### config.mk
export PLATFORM = sky130hd
export DESIGN_NAME = lif_neuron
export DESIGN_NICKNAME = d
export VERILOG_FILES = /design/src/rtl/lif_pkg.sv /design/src/rtl/lif_membrane_update.sv /design/src/rtl/lif_neuron.sv
export SDC_FILE = /design/constraint.sdc
export NUM_CORES = 1
export LEC_CHECK = 0
export ABC_CLOCK_PERIOD_IN_PS = 9100
export BUFFER_PORTS_ARGS = -buffer_cell sky130_fd_sc_hd__buf_2
export CORE_ASPECT_RATIO = 1.1
export CORE_MARGIN = 1
export CORE_UTILIZATION = 45
export DETAILED_ROUTE_END_ITERATION = 7
export PLACE_DENSITY = 0.71
export REMOVE_ABC_BUFFERS = 1
export SLEW_MARGIN = 10
export SYNTH_ARGS = -nofsm -noshare
export SYNTH_HDL_FRONTEND = slang
export SYNTH_SLANG_ARGS = --single-unit
export TNS_END_PERCENT = 20
### constraint.sdc
create_clock -name clk -period 9.1 [get_ports clk]
set_input_delay 1.82 -clock clk [delete_from_list [all_inputs] [get_ports clk]]
set_output_delay 1.82 -clock clk [all_outputs]
set_load 0.05 [all_outputs]
### src/rtl/lif_pkg.sv
// Shared width defaults and the saturating clamp for the LIF neuron membrane update.
package lif_pkg;

  localparam int LIF_DATA_W   = 16;
  localparam int LIF_WEIGHT_W = 8;
  localparam int LIF_THRESH_W = 16;
  localparam int LIF_LEAK_W   = 8;
  localparam int LIF_REFRAC_W = 8;

  // Widest membrane the clamp supports; callers sign-extend into this frame.
  localparam int LIF_MAX_W    = 32;

  function automatic logic [LIF_MAX_W-1:0] sat_clamp(
    input logic signed [LIF_MAX_W+1:0] v,
    input int unsigned                 dw
  );
    logic signed [LIF_MAX_W+1:0] maxv;
    maxv = (34'sd1 <<< dw) - 34'sd1;
    if (v < 0)         return '0;
    else if (v > maxv) return maxv[LIF_MAX_W-1:0];
    else               return v[LIF_MAX_W-1:0];
  endfunction

endpackage

### src/rtl/lif_membrane_update.sv
// Combinational membrane step: leak plus signed synaptic weight, clamped, with fire compare.
module lif_membrane_update
  import lif_pkg::*;
#(
  parameter int DATA_WIDTH      = LIF_DATA_W,
  parameter int WEIGHT_WIDTH    = LIF_WEIGHT_W,
  parameter int THRESHOLD_WIDTH = LIF_THRESH_W,
  parameter int LEAK_WIDTH      = LIF_LEAK_W
) (
  input  logic [DATA_WIDTH-1:0]      mem_i,
  input  logic [LEAK_WIDTH-1:0]      leak_i,
  input  logic                       syn_valid_i,
  input  logic [WEIGHT_WIDTH-1:0]    syn_weight_i,
  input  logic                       syn_exc_i,
  input  logic [THRESHOLD_WIDTH-1:0] threshold_i,
  output logic [DATA_WIDTH-1:0]      v_o,
  output logic                       fire_o
);

  localparam int SW = DATA_WIDTH + 2;

  logic signed [SW-1:0]          v_s;
  logic signed [LIF_MAX_W+1:0]   v_ext;

  always_comb begin
    v_s = $signed(SW'(mem_i)) - $signed(SW'(leak_i));
    if (syn_valid_i) begin
      if (syn_exc_i) v_s = v_s + $signed(SW'(syn_weight_i));
      else           v_s = v_s - $signed(SW'(syn_weight_i));
    end
    v_ext  = (LIF_MAX_W+2)'(v_s);
    v_o    = DATA_WIDTH'(sat_clamp(v_ext, DATA_WIDTH));
    fire_o = (v_o >= DATA_WIDTH'(threshold_i));
  end

endmodule

### src/rtl/lif_neuron.sv
// Leaky integrate-and-fire neuron: membrane/spike/refractory registers around the update datapath.
module lif_neuron
  import lif_pkg::*;
#(
  parameter int NEURON_ID       = 0,
  parameter int DATA_WIDTH      = LIF_DATA_W,
  parameter int WEIGHT_WIDTH    = LIF_WEIGHT_W,
  parameter int THRESHOLD_WIDTH = LIF_THRESH_W,
  parameter int LEAK_WIDTH      = LIF_LEAK_W,
  parameter int REFRAC_WIDTH    = LIF_REFRAC_W
) (
  input  logic                       clk,
  input  logic                       rst_n,
  input  logic                       enable,
  input  logic                       syn_valid,
  input  logic [WEIGHT_WIDTH-1:0]    syn_weight,
  input  logic                       syn_excitatory,
  input  logic [THRESHOLD_WIDTH-1:0] threshold,
  input  logic [LEAK_WIDTH-1:0]      leak_rate,
  input  logic [REFRAC_WIDTH-1:0]    refractory_period,
  input  logic                       reset_potential_en,
  input  logic [DATA_WIDTH-1:0]      reset_potential,
  output logic                       spike_out,
  output logic [DATA_WIDTH-1:0]      membrane_potential,
  output logic                       is_refractory,
  output logic [REFRAC_WIDTH-1:0]    refrac_count
);

  // Reject unsupported widths at elaboration; NEURON_ID is trace-only.
  if (THRESHOLD_WIDTH > DATA_WIDTH || DATA_WIDTH > LIF_MAX_W || NEURON_ID < 0) begin : g_bad_cfg
    $error("lif_neuron: unsupported parameter set");
  end

  logic [DATA_WIDTH-1:0]   mem_q, mem_d;
  logic                    spike_q, spike_d;
  logic [REFRAC_WIDTH-1:0] refrac_q, refrac_d;
  logic [DATA_WIDTH-1:0]   v_clamp;
  logic                    fire;

  lif_membrane_update #(
    .DATA_WIDTH      (DATA_WIDTH),
    .WEIGHT_WIDTH    (WEIGHT_WIDTH),
    .THRESHOLD_WIDTH (THRESHOLD_WIDTH),
    .LEAK_WIDTH      (LEAK_WIDTH)
  ) u_update (
    .mem_i        (mem_q),
    .leak_i       (leak_rate),
    .syn_valid_i  (syn_valid),
    .syn_weight_i (syn_weight),
    .syn_exc_i    (syn_excitatory),
    .threshold_i  (threshold),
    .v_o          (v_clamp),
    .fire_o       (fire)
  );

  always_comb begin
    mem_d    = mem_q;
    spike_d  = 1'b0;
    refrac_d = refrac_q;
    if (enable) begin
      // Refractory cycles hold the membrane and drop any input.
      if (refrac_q != '0) begin
        refrac_d = refrac_q - 1'b1;
      end else if (fire) begin
        spike_d  = 1'b1;
        mem_d    = reset_potential_en ? reset_potential : '0;
        refrac_d = refractory_period;
      end else begin
        mem_d = v_clamp;
      end
    end
  end

  always_ff @(posedge clk or negedge rst_n) begin
    if (!rst_n) begin
      mem_q    <= '0;
      spike_q  <= 1'b0;
      refrac_q <= '0;
    end else begin
      mem_q    <= mem_d;
      spike_q  <= spike_d;
      refrac_q <= refrac_d;
    end
  end

  assign spike_out          = spike_q;
  assign membrane_potential = mem_q;
  assign refrac_count       = refrac_q;
  assign is_refractory      = (refrac_q != '0);

endmodule

==> results of run 1 <==
-- worst max-delay path by stage --
| stage | start | to | slack, ns | depth (start not counted) |
|---|---|---|---|---|
| 2_1_floorplan | leak_rate[2] | membrane_potential[0] | 1.81 | 23 |
| 3_3_place_gp | leak_rate[2] | membrane_potential[0] | 0.80 | 24 |
| 3_5_place_dp | leak_rate[2] | membrane_potential[0] | 0.64 | 24 |
| 4_1_cts | leak_rate[2] | membrane_potential[0] | 0.93 | 24 |
| 5_1_grt | leak_rate[2] | membrane_potential[5] | 0.24 | 24 |
| 6_report | leak_rate[2] | membrane_potential[0] | 0.77 | 24 |
-- metrics by stage --
step                      setup slack [ns]  cells  util [%]  cell area [um2]
after floorplan                       1.81    456         -             3580
after global placement               0.796    651      52.2             4150
after detailed placement             0.639    651      52.2             4150
after CTS                            0.927    655      52.8             4200
after global routing                 0.244    655      52.8             4200
final                                0.775    655      52.8             4200
-- cells in the final DEF, fill, tap and decap left out, drive strengths merged, types with 14 or more instances in the layout --
master / n
a22oi: 18
ha: 44
inv: 38
xor2: 14
o21ai: 37
buf: 87
nor2: 52
nand2: 27
dfrtp: 25
a21oi: 30
-- state kept, by name, indices dropped and copies added, names as in the netlist --
| name | flops |
|---|---|
| membrane_potential | 16 |
| refrac_count | 8 |
| spike_out | 1 |
-- cell type report --
type,instances,area (um2)
Fill cell,802,3760
Multi-Input combinational cell,392,2810
Sequential cell,25,626
Timing Repair Buffer,87,435
Inverter,39,146
Tap cell,108,135
Clock buffer,4,45.0
-- cell families after synthesis --
logic type               Yosys count
AO/OA/AOI/OAI                    164
AND/OR/NAND/NOR                  148
buffers and inverters             58
adder cells (fa/ha/maj)           46
XOR/XNOR                          27
flip-flops                        25
multiplexers                       7
-- routing by layer --
| metal | wire length, um | vias up | GRT usage [%] |
|---|---|---|---|
| li1 | - | 1915 | - |
| met1 | 4550 | 1804 | 31.6 |
| met2 | 4710 | 125 | 41.2 |
| met3 | 580 | 21 | 3.74 |
| met4 | 213 | 0 | 6.20 |
| met5 | 0 | - | 0 |
-- worst register-to-register path, stage by stage (launching register included) --
cell,delay [ns]
sky130_fd_sc_hd__dfrtp_1,0.42
sky130_fd_sc_hd__inv_1,0.07
sky130_fd_sc_hd__ha_1,0.17
sky130_fd_sc_hd__fa_1,0.22
sky130_fd_sc_hd__nor2b_1,0.07
sky130_fd_sc_hd__o31a_1,0.27
sky130_fd_sc_hd__o21ai_0,0.60
sky130_fd_sc_hd__a21boi_0,0.24
sky130_fd_sc_hd__or2_2,0.34
sky130_fd_sc_hd__ha_1,0.42
sky130_fd_sc_hd__o21ai_0,0.17
sky130_fd_sc_hd__a211o_1,0.34
sky130_fd_sc_hd__a2111oi_0,0.36
sky130_fd_sc_hd__a41o_1,0.20
sky130_fd_sc_hd__a311oi_4,0.07
sky130_fd_sc_hd__xnor2_2,0.57
sky130_fd_sc_hd__nor2_1,0.17
sky130_fd_sc_hd__ha_1,0.32
sky130_fd_sc_hd__nand4_1,0.11
sky130_fd_sc_hd__nor3_1,0.22
sky130_fd_sc_hd__o31ai_1,0.13
sky130_fd_sc_hd__nand4_1,0.27
sky130_fd_sc_hd__a211oi_1,0.15
sky130_fd_sc_hd__mux2i_2,0.87
sky130_fd_sc_hd__o21ai_0,0.18
==> summary.md, run 1 <==
The count of nets left with antenna violations once routing finished came out at 0. The kind of cell with the highest combined delay on the critical path was compound AO/OA/AOI/OAI gates. During placement, the flow inserted port buffers numbering 87. In the final design database the tool counted 656 nets. The tools report the CTS H-tree depth as 1.

The vias per cell is 5.90. The root buffer cell chosen for the clock tree is sky130_fd_sc_hd__clkbuf_8. Buffers inserted during clock tree synthesis total 3.

The via total after detailed routing was 3865; the post-cts sizing count was 0. The compound-gate portion of the synthesized area works out to 30.7%. Total of hold buffers inserted after clock tree synthesis: 0. The hold path startpoint was membrane_potential[3]. Arrival time of data at the critical path endpoint: 8.43 ns. On the final layout, the worst hold slack is 0.580 ns. The worst setup path is of the input pin to flop kind. The synthesized design devotes to its leading area cell type 16.8% of total area.

For flop-to-flop paths, the worst setup slack is 1.98 ns. Pin placement for this block handled 88 I/O pins. The class of the tightest hold or removal check was flop to flop. The multiplexer share of the synthesized area is 2.08%, and the aggregate negative setup slack is 0 ns. Number of antenna cells inserted: 0. In this run the core area contains 34 standard-cell rows.

Clock latency on the worst-skew pair, taken at its later pin, is 0.27 ns. Relative to the synthesized area, the layout overhead comes to 12.5%. Of all cell types, the one taking the most synthesized area is sky130_fd_sc_hd__dfrtp_1. Counting distinct cell types in the post-synthesis netlist gives 69. Setup violations remaining at the end of the flow were counted as 0.

The number of buffers and inverters on the critical path works out to 2. Of all flip-flops after synthesis, the portion carrying an async set or reset was 100%. For the worst flop-to-flop path, the logic depth is 24.

The total iterations of the first detailed-routing run came out at 5. Walking the worst path, the cells encountered are buf_2, inv_1, ha_1, nor2b_1, o31a_1, o21ai_0, a21boi_0, or2_2, ha_1, o21ai_0, a211o_1, a2111oi_0, a41o_1, a311oi_4, xnor2_2, nor2_1, ha_1, nand4_1, nor3_1, o31ai_1, nand4_1, a211oi_1, mux2i_2, o21ai_0. The clock transition at the registers of the reported paths is 0.08 ns, and the maximum clock frequency is 120 MHz. For the half-perimeter wire length of the detailed placement result, the log shows 8400 um. Counting instances, the worst hold path has a depth of 2. The post-route clock skew is 0.00597 ns, and the xor and xnor area share after synthesis is 6.54%. The share of final-layout standard cells stronger than drive strength 1 is 22.5%.

The first-pass GRT wire length was 16900 um; the number of DRC markers after the initial detailed-route iteration was 183. The remaining global-route overflow came out at 0. The initial antenna violation count was 0.

Final-report hold violation count: 0. The type of element capturing the critical path was a flop. STA puts the critical path data required time at 9.21 ns. The worst register-to-register path ends at membrane_potential[0]. The number of warnings printed during yosys synthesis was 0. After clock tree synthesis, the setup repair step added 0 buffers. On the worst path, the slowest cell contributes a delay of 0.87 ns. Along the worst path, the maximum fanout reaches 16. At the pin with the least slew margin, the transition time is 1.08 ns. The tools report the wire length after detailed routing as 10100 um. Synthesis handed over a netlist of 475 instances. STA classifies the critical path startpoint as an input pin. The max-slew violation count came out at 0. The maximum number of pins on one net before global-route repair came out at 32. By area, the combinational part of the netlist is dominated by compound AO/OA/AOI/OAI gates. The smallest clock period supported by the final layout is computed as 8.33 ns.

The simple logic cell fraction of the synthesized area was 20.1%. The count of maximum capacitance violations was 0; the aggregate global-route resource usage was 24.3%. The height of the chip is 97.5 um.

The worst min-delay path endpoint is membrane_potential[3]. The die covers 8660 um2. For this run, the leading register cell type out of synthesis is sky130_fd_sc_hd__dfrtp_1. The count of flip-flops with a built-in enable after synthesis is 0, and the number of storage elements in the synthesis netlist is 25. The run finished with clean final reports. The standard cell with the maximum stage delay on the critical path was sky130_fd_sc_hd__mux2i_2. The worst flop-to-flop path startpoint was membrane_potential[0]. Worst-case headroom to the max-slew limit: 26.8%. By area the synthesized netlist is led by sky130_fd_sc_hd__dfrtp_1 17%, sky130_fd_sc_hd__ha_1 15%, sky130_fd_sc_hd__nor2_1 5.2%.

The wire length per cell works out to 15.4 um. Width of the die: 88.8 um. The final weighted congestion in routability-driven placement came out at 0.942.

TritonCTS built the clock tree. The number of design rule violations left after detail routing was 0. Summed instance area of the synthesized netlist: 3730 um2. Post-synthesis sequential area ratio: 16.8%. In the finished design, the share of the clock period the worst path needs comes to 91.5%. The tools report the number of buffers on the longest clock path as 2.

Setup repair after global routing left no endpoint under its margin. The run gives 7960 um2 as the core region area. The average instance in the mapped netlist occupies 7.86 um2. Total clock sinks: 25. For the effective utilization at floorplan, the log shows 46.9%. The tools report the via count of the first global-routing pass as 3797. Counting instances in the post-synthesis netlist gives the leading cell types as 52 x sky130_fd_sc_hd__nor2_1, 44 x sky130_fd_sc_hd__ha_1, 38 x sky130_fd_sc_hd__inv_1.

Of the total synthesized cell area, the portion taken by full adders, half adders and majority gates is 15.8%. In the post-synthesis netlist, the cell with the most instances is sky130_fd_sc_hd__nor2_1.
Power of run 1 is left out: the tool's default activity adds up to more than one toggle a clock period on the data nets, which glitch-free logic cannot reach.
==> run 2, diff against run 1 <==
Settings changed: ABC_CLOCK_PERIOD_IN_PS 9100 to 9050.
Clock period 9.1 ns to 9.05 ns, I/O delays scaled along.
==> summary.md, run 2 (synthesis gave the netlist of run 1 again) <==
Hold path startpoint: membrane_potential[0]. Along the worst path, the maximum fanout reaches 16. The post-CTS setup-driven buffer insertion count is 0, and the total iterations of the first detailed-routing run is 5. Global routing finished with a remaining overflow of 0.

The number of flip-flops in the largest register came out at 16. The worst-skew pair later-pin latency was 0.27 ns. Gates resized during post-CTS repair numbered 0. The finished cells cover 4200 um2.

The library cell used most frequently in the layout, excluding fill and tap cells, is sky130_fd_sc_hd__buf_2. Share of final-layout standard cells stronger than drive strength 1: 22.5%. At the pin with the least slew margin, the transition time is 1.10 ns. The tools report the CTS H-tree depth as 1. Setup repair after global routing left no endpoint under its margin. The flow ran to the end, and the final reports show no timing, DRC or antenna violations.

In this run the tightest slew margin relative to its limit is 25.4%. In the routed design, unresolved DRC markers number 0. The critical path goes through buf_2, inv_1, ha_1, nor2b_1, o31a_1, o21ai_0, a21boi_0, or2_2, ha_1, o21ai_0, a211o_1, a2111oi_0, a41o_1, a311oi_4, xnor2_2, nor2_1, ha_1, nand4_1, nor3_1, o31ai_1, nand4_1, a211oi_1, mux2i_2, o21ai_0.

Counting I/O delays and the setup requirement, the final critical path takes 8.23 ns. The cell sitting at the root of the clock tree is a sky130_fd_sc_hd__clkbuf_8. Growth of design area from synthesis to finish: 12.5%. The width of the die came out at 88.8 um. For this run, the top clock speed supported by timing is 121 MHz.

The number of nets in the final layout is 656, and the final clock period utilization by the worst path is 91.0%. The half-perimeter wire length of the detailed placement result was 8460 um. The longest clock path from root to sink contains 2 buffers.

The path class of the tightest hold or removal check is flop to flop. The number of nets still failing antenna checks after routing came out at 0. The minimum setup slack in the final design is 0.817 ns, and the aggregate global-route resource usage is 24.3%. After detailed routing, the number of vias per cell comes to 5.93. The start-to-end type of the worst setup path was input pin to flop. The tools report the via count of the first global-routing pass as 3547.

The count of maximum capacitance violations was 0; the arrival time of data at the critical path endpoint was 8.35 ns. During I/O placement, the number of pins put on the boundary was 88. The first global-routing pass estimated 16700 um of wire.

The aggregate negative setup slack was 0 ns. The logs give 8660 um2 for the area of the die and 25 for the total clock sinks. Together, buffers and inverters on the worst path number 2. The top cell types in the final layout, fill and taps aside, are 87 x sky130_fd_sc_hd__buf_2, 52 x sky130_fd_sc_hd__nor2_1, 44 x sky130_fd_sc_hd__ha_1.

Setup violations remaining at the end of the flow were counted as 0. Worst flop-to-flop path startpoint: membrane_potential[0]. The kind of cell with the highest combined delay on the critical path was compound AO/OA/AOI/OAI gates.

The delay of the slowest cell on the worst path is 0.89 ns. Entering global routing, the biggest net connects 32 pins. The tools report the critical path startpoint as leak_rate[2].

The wire length per cell is 15.7 um. The type of element capturing the critical path was a flop. The region available for standard cell placement spans 7960 um2. The height of the chip works out to 97.5 um. Summed over all layers, the routed wires come to 10300 um. Standard cell with the maximum stage delay on the critical path: sky130_fd_sc_hd__mux2i_2.

The run gives 0 as the initial antenna violation count. For this block, the initial DRC count from the detailed router was 236. The max-slew violation count is 0.

The number of antenna cells inserted is 0, and the total of hold buffers inserted after clock tree synthesis is 0. The final-report hold violation count is 0. Clock-pin slew was measured on the worst setup and hold paths at 0.09 ns.

After detailed placement, the total cell area comes to 4150 um2. The number of clock buffers added by TritonCTS is 3. STA classifies the critical path startpoint as an input pin. The final route contains 3883 vias. The logs give 9.16 ns for the required time reported for the critical path endpoint and 0.907 for the final weighted congestion in routability-driven placement. After floorplanning, the core was divided into 34 placement rows. The number of port buffers is 87.

The post-route worst hold slack was 0.578 ns; the effective utilization at floorplan was 46.9%. Clock skew on the completed layout was measured at 0.00357 ns. The placement-stage worst setup slack came out at 0.598 ns.

TritonCTS built the clock tree.
==> run 2: cell counts in the layout (fill, tap and decap cells not counted) <==
Identical to the previous run, type by type.
==> run 2: final cells by class <==
type                            count  area (um2)
Clock buffer                        4        45.0
Sequential cell                    25         626
Inverter                           39         146
Timing Repair Buffer               87         435
Fill cell                         795        3760
Multi-Input combinational cell    392        2810
Tap cell                          108         135
==> run 2: per-stage QoR <==
| stage | util, % | std cells |
|---|---|---|
| 6_report | 52.8 | 655 |
| 5_1_grt | 52.8 | 655 |
| 4_1_cts | 52.8 | 655 |
| 3_5_place_dp | 52.2 | 651 |
| 3_3_place_gp | 52.2 | 651 |
| 2_1_floorplan | - | 456 |
==> run 2: path summary, 6_finish.rpt <==
check | slack (ns) | to | cells after the start
worst max-delay path | 0.82 | membrane_potential[4] | 24
worst min-delay path | 0.58 | membrane_potential[0] | 2
worst max register to register | 2.01 | membrane_potential[4] | 24
worst min register to register | 0.58 | membrane_potential[0] | 2
max in group asynchronous | 7.16 | membrane_potential[2] | 1
min in group asynchronous | 1.51 | refrac_count[6] | 1
==> run 2: tightest hold or removal path, delay by kind of cell, from the launching register on <==
kind            cells  cell delay, ns
flops               1            0.38
compound gates      2            0.16
==> run 2: routing by layer <==
| metal | up-vias | GRT usage [%] | routed length (um) |
|---|---|---|---|
| met5 | - | 0 | 0 |
| met4 | 0 | 6.95 | 264 |
| met3 | 20 | 3.74 | 611 |
| met2 | 144 | 39.6 | 4700 |
| met1 | 1811 | 32.8 | 4680 |
| li1 | 1908 | - | - |
Power of run 2 is left out for the same reason.
==> run 3, diff against run 2 <==
Settings changed: ABC_CLOCK_PERIOD_IN_PS 9050 to 7510, CORE_ASPECT_RATIO 1.1 to 1.4, PLACE_DENSITY 0.71 to 0.73.
Clock period 9.05 ns to 7.51 ns, I/O delays scaled along.
==> summary.md, run 3 (synthesis gave the netlist of run 1 again) <==
The logs give 0 for the number of design rule violations left after detail routing and 47.3% for the effective utilization at floorplan. The tools report the count of maximum capacitance violations as 0. Clock-pin slew was measured on the worst setup and hold paths at 0.09 ns. Initial antenna violation count: 0. Detailed placement ended at an HPWL of 8740 um. The run finished with clean final reports. The library cells used most frequently in the layout, excluding fill and tap cells, are 87 x sky130_fd_sc_hd__buf_2, 52 x sky130_fd_sc_hd__nor2_1, 44 x sky130_fd_sc_hd__ha_1. The tree is rooted in a sky130_fd_sc_hd__clkbuf_8. The fill cell total of the finished layout was 749; the number of port buffers was 87. The post-route clock skew is 0.0105 ns, and the via total after detailed routing is 3886. The tools report the total clock sinks as 25. Using the TritonRoute via totals, the vias-per-cell ratio works out to 5.87. The core region area is 7890 um2. The number of antenna cells inserted is 0, and the growth of design area from synthesis to finish is 15.9%. Share of final-layout standard cells stronger than drive strength 1: 24.7%.

Setup repair after global routing left no endpoint under its margin. At the pin with the least slew margin, the transition time is 0.735 ns. The worst path uses 93.4% of the clock period.

The wire length per cell came out at 16.0 um. The net count of the finished layout is 671. The maximum fanout along the worst path was 16; the placement row count was 38. The run gives 8670 um2 as the area of the die. The worst setup path is captured at a flop.

The standard cell with the maximum stage delay on the critical path was sky130_fd_sc_hd__fa_1. The number of nets still failing antenna checks after routing came out at 0. Placement-stage worst setup slack: 0.0885 ns. For this run the aggregate overflow at the end of global routing stands at 0. The class of the tightest hold or removal check is flop to flop.

The detailed router finished its first iteration with 273 violations. The max-slew violation count is 0, and the final-report hold violation count is 0. In this run the vertical extent of the chip is 110 um. In this run the tightest slew margin relative to its limit is 50.9%. The run gives 16700 um as the first-pass GRT wire length.

TritonCTS created 3 clock buffers. Setup violations remaining at the end of the flow were counted as 0. In this design, the critical path's most frequently occurring cell is sky130_fd_sc_hd__ha_1.

Routability-driven placement finished with a final weighted congestion of 0.905. For the required time reported for the critical path endpoint, the log shows 7.71 ns. The aggregate negative setup slack is 0 ns, and the width of the die is 79.0 um.

The first TritonRoute pass finished after 4 iterations. The run gives 0 as the post-CTS setup-driven buffer insertion count. The maximum clock frequency is 143 MHz. The arrival time of data at the critical path endpoint was 7.21 ns; the minimum setup slack in the final design was 0.495 ns. The type of origin of the critical path is an input pin. For this run, the slowest stage of the critical path takes 0.42 ns. TritonCTS built the clock tree.

The clock passes through at most 2 buffers. 88 I/O pins were placed. The clock period minus final worst setup slack is 7.02 ns, and the maximum number of pins on one net before global-route repair is 32. Hold repair after CTS inserted 0 buffers. Summed over all layers, the routed wires come to 10600 um.

The register with the most flip-flops in the layout has 16 of them. The CTS H-tree depth is 1, and the worst-skew pair later-pin latency is 0.27 ns. Global routing used 24.0% of the available tracks across all layers. The most common cell after layout, fill and taps aside is sky130_fd_sc_hd__buf_2. The critical path in this run is classified as input pin to flop. Via count of the first global-routing pass: 3628.
run 3: cell types whose count changed in the layout (fill, tap and decap cells not counted), sizes merged:
| cell | before | now |
|---|---|---|
| buf | 87 | 102 |
run 3: routing by layer:
metal | wire length (um) | part of all wire, % | up-vias | global-route usage (%)
met5 | 0 | 0 | - | 0
met4 | 184 | 1.7 | 0 | 6.36
met3 | 368 | 3.5 | 16 | 1.49
met2 | 5570 | 53 | 106 | 46.3
met1 | 4450 | 42 | 1824 | 28.3
li1 | - | - | 1940 | -
run 3: cell type report:
class / instances / area, um2 / area share, %
multi-input combinational: 392 / 2820 / 65.3
sequential: 25 / 626 / 14.5
timing repair buffer: 102 / 561 / 13.0
inverter: 39 / 146 / 3.38
tap: 100 / 125 / 2.89
clock buffer: 4 / 45.0 / 1.04
run 3: path summary, 6_finish.rpt:
check / start / to / slack [ns] / cells past startpoint
max in group asynchronous: rst_n / membrane_potential[10] / 5.90 / 1
worst min-delay path: membrane_potential[0] / membrane_potential[0] / 0.58 / 2
worst min register to register: membrane_potential[0] / membrane_potential[0] / 0.58 / 2
min in group asynchronous: rst_n / membrane_potential[7] / 1.22 / 1
worst max register to register: membrane_potential[0] / membrane_potential[1] / 1.36 / 26
worst max-delay path: leak_rate[0] / membrane_potential[1] / 0.49 / 26
run 3: what timing repair did:
action,in CTS,in global routing
gates resized for setup,0,3
setup endpoints to repair,0,19
endpoints found under the hold margin,0,0
run 3: per-stage QoR:
step	hold WS [ns]	util, %	std cells	cell area (um2)
after global placement	0.552	54.1	658	4270
after detailed placement	0.558	54.1	658	4270
after global routing	0.613	54.8	662	4330
after CTS	0.580	54.6	662	4310
after floorplan	0.791	-	456	3580
final	0.577	54.8	662	4330
run 3: critical path, delay by kind of cell:
kind	cells	cell delay [ns]
buffers and inverters	3	0.48
and+or+nand+nor	6	0.91
xor gates and xnor gates	1	0.24
adders and majority gates	4	1.29
AOI/OAI and AO/OA	11	2.61
muxes	1	0.16
Power of run 3 is left out for the same reason.
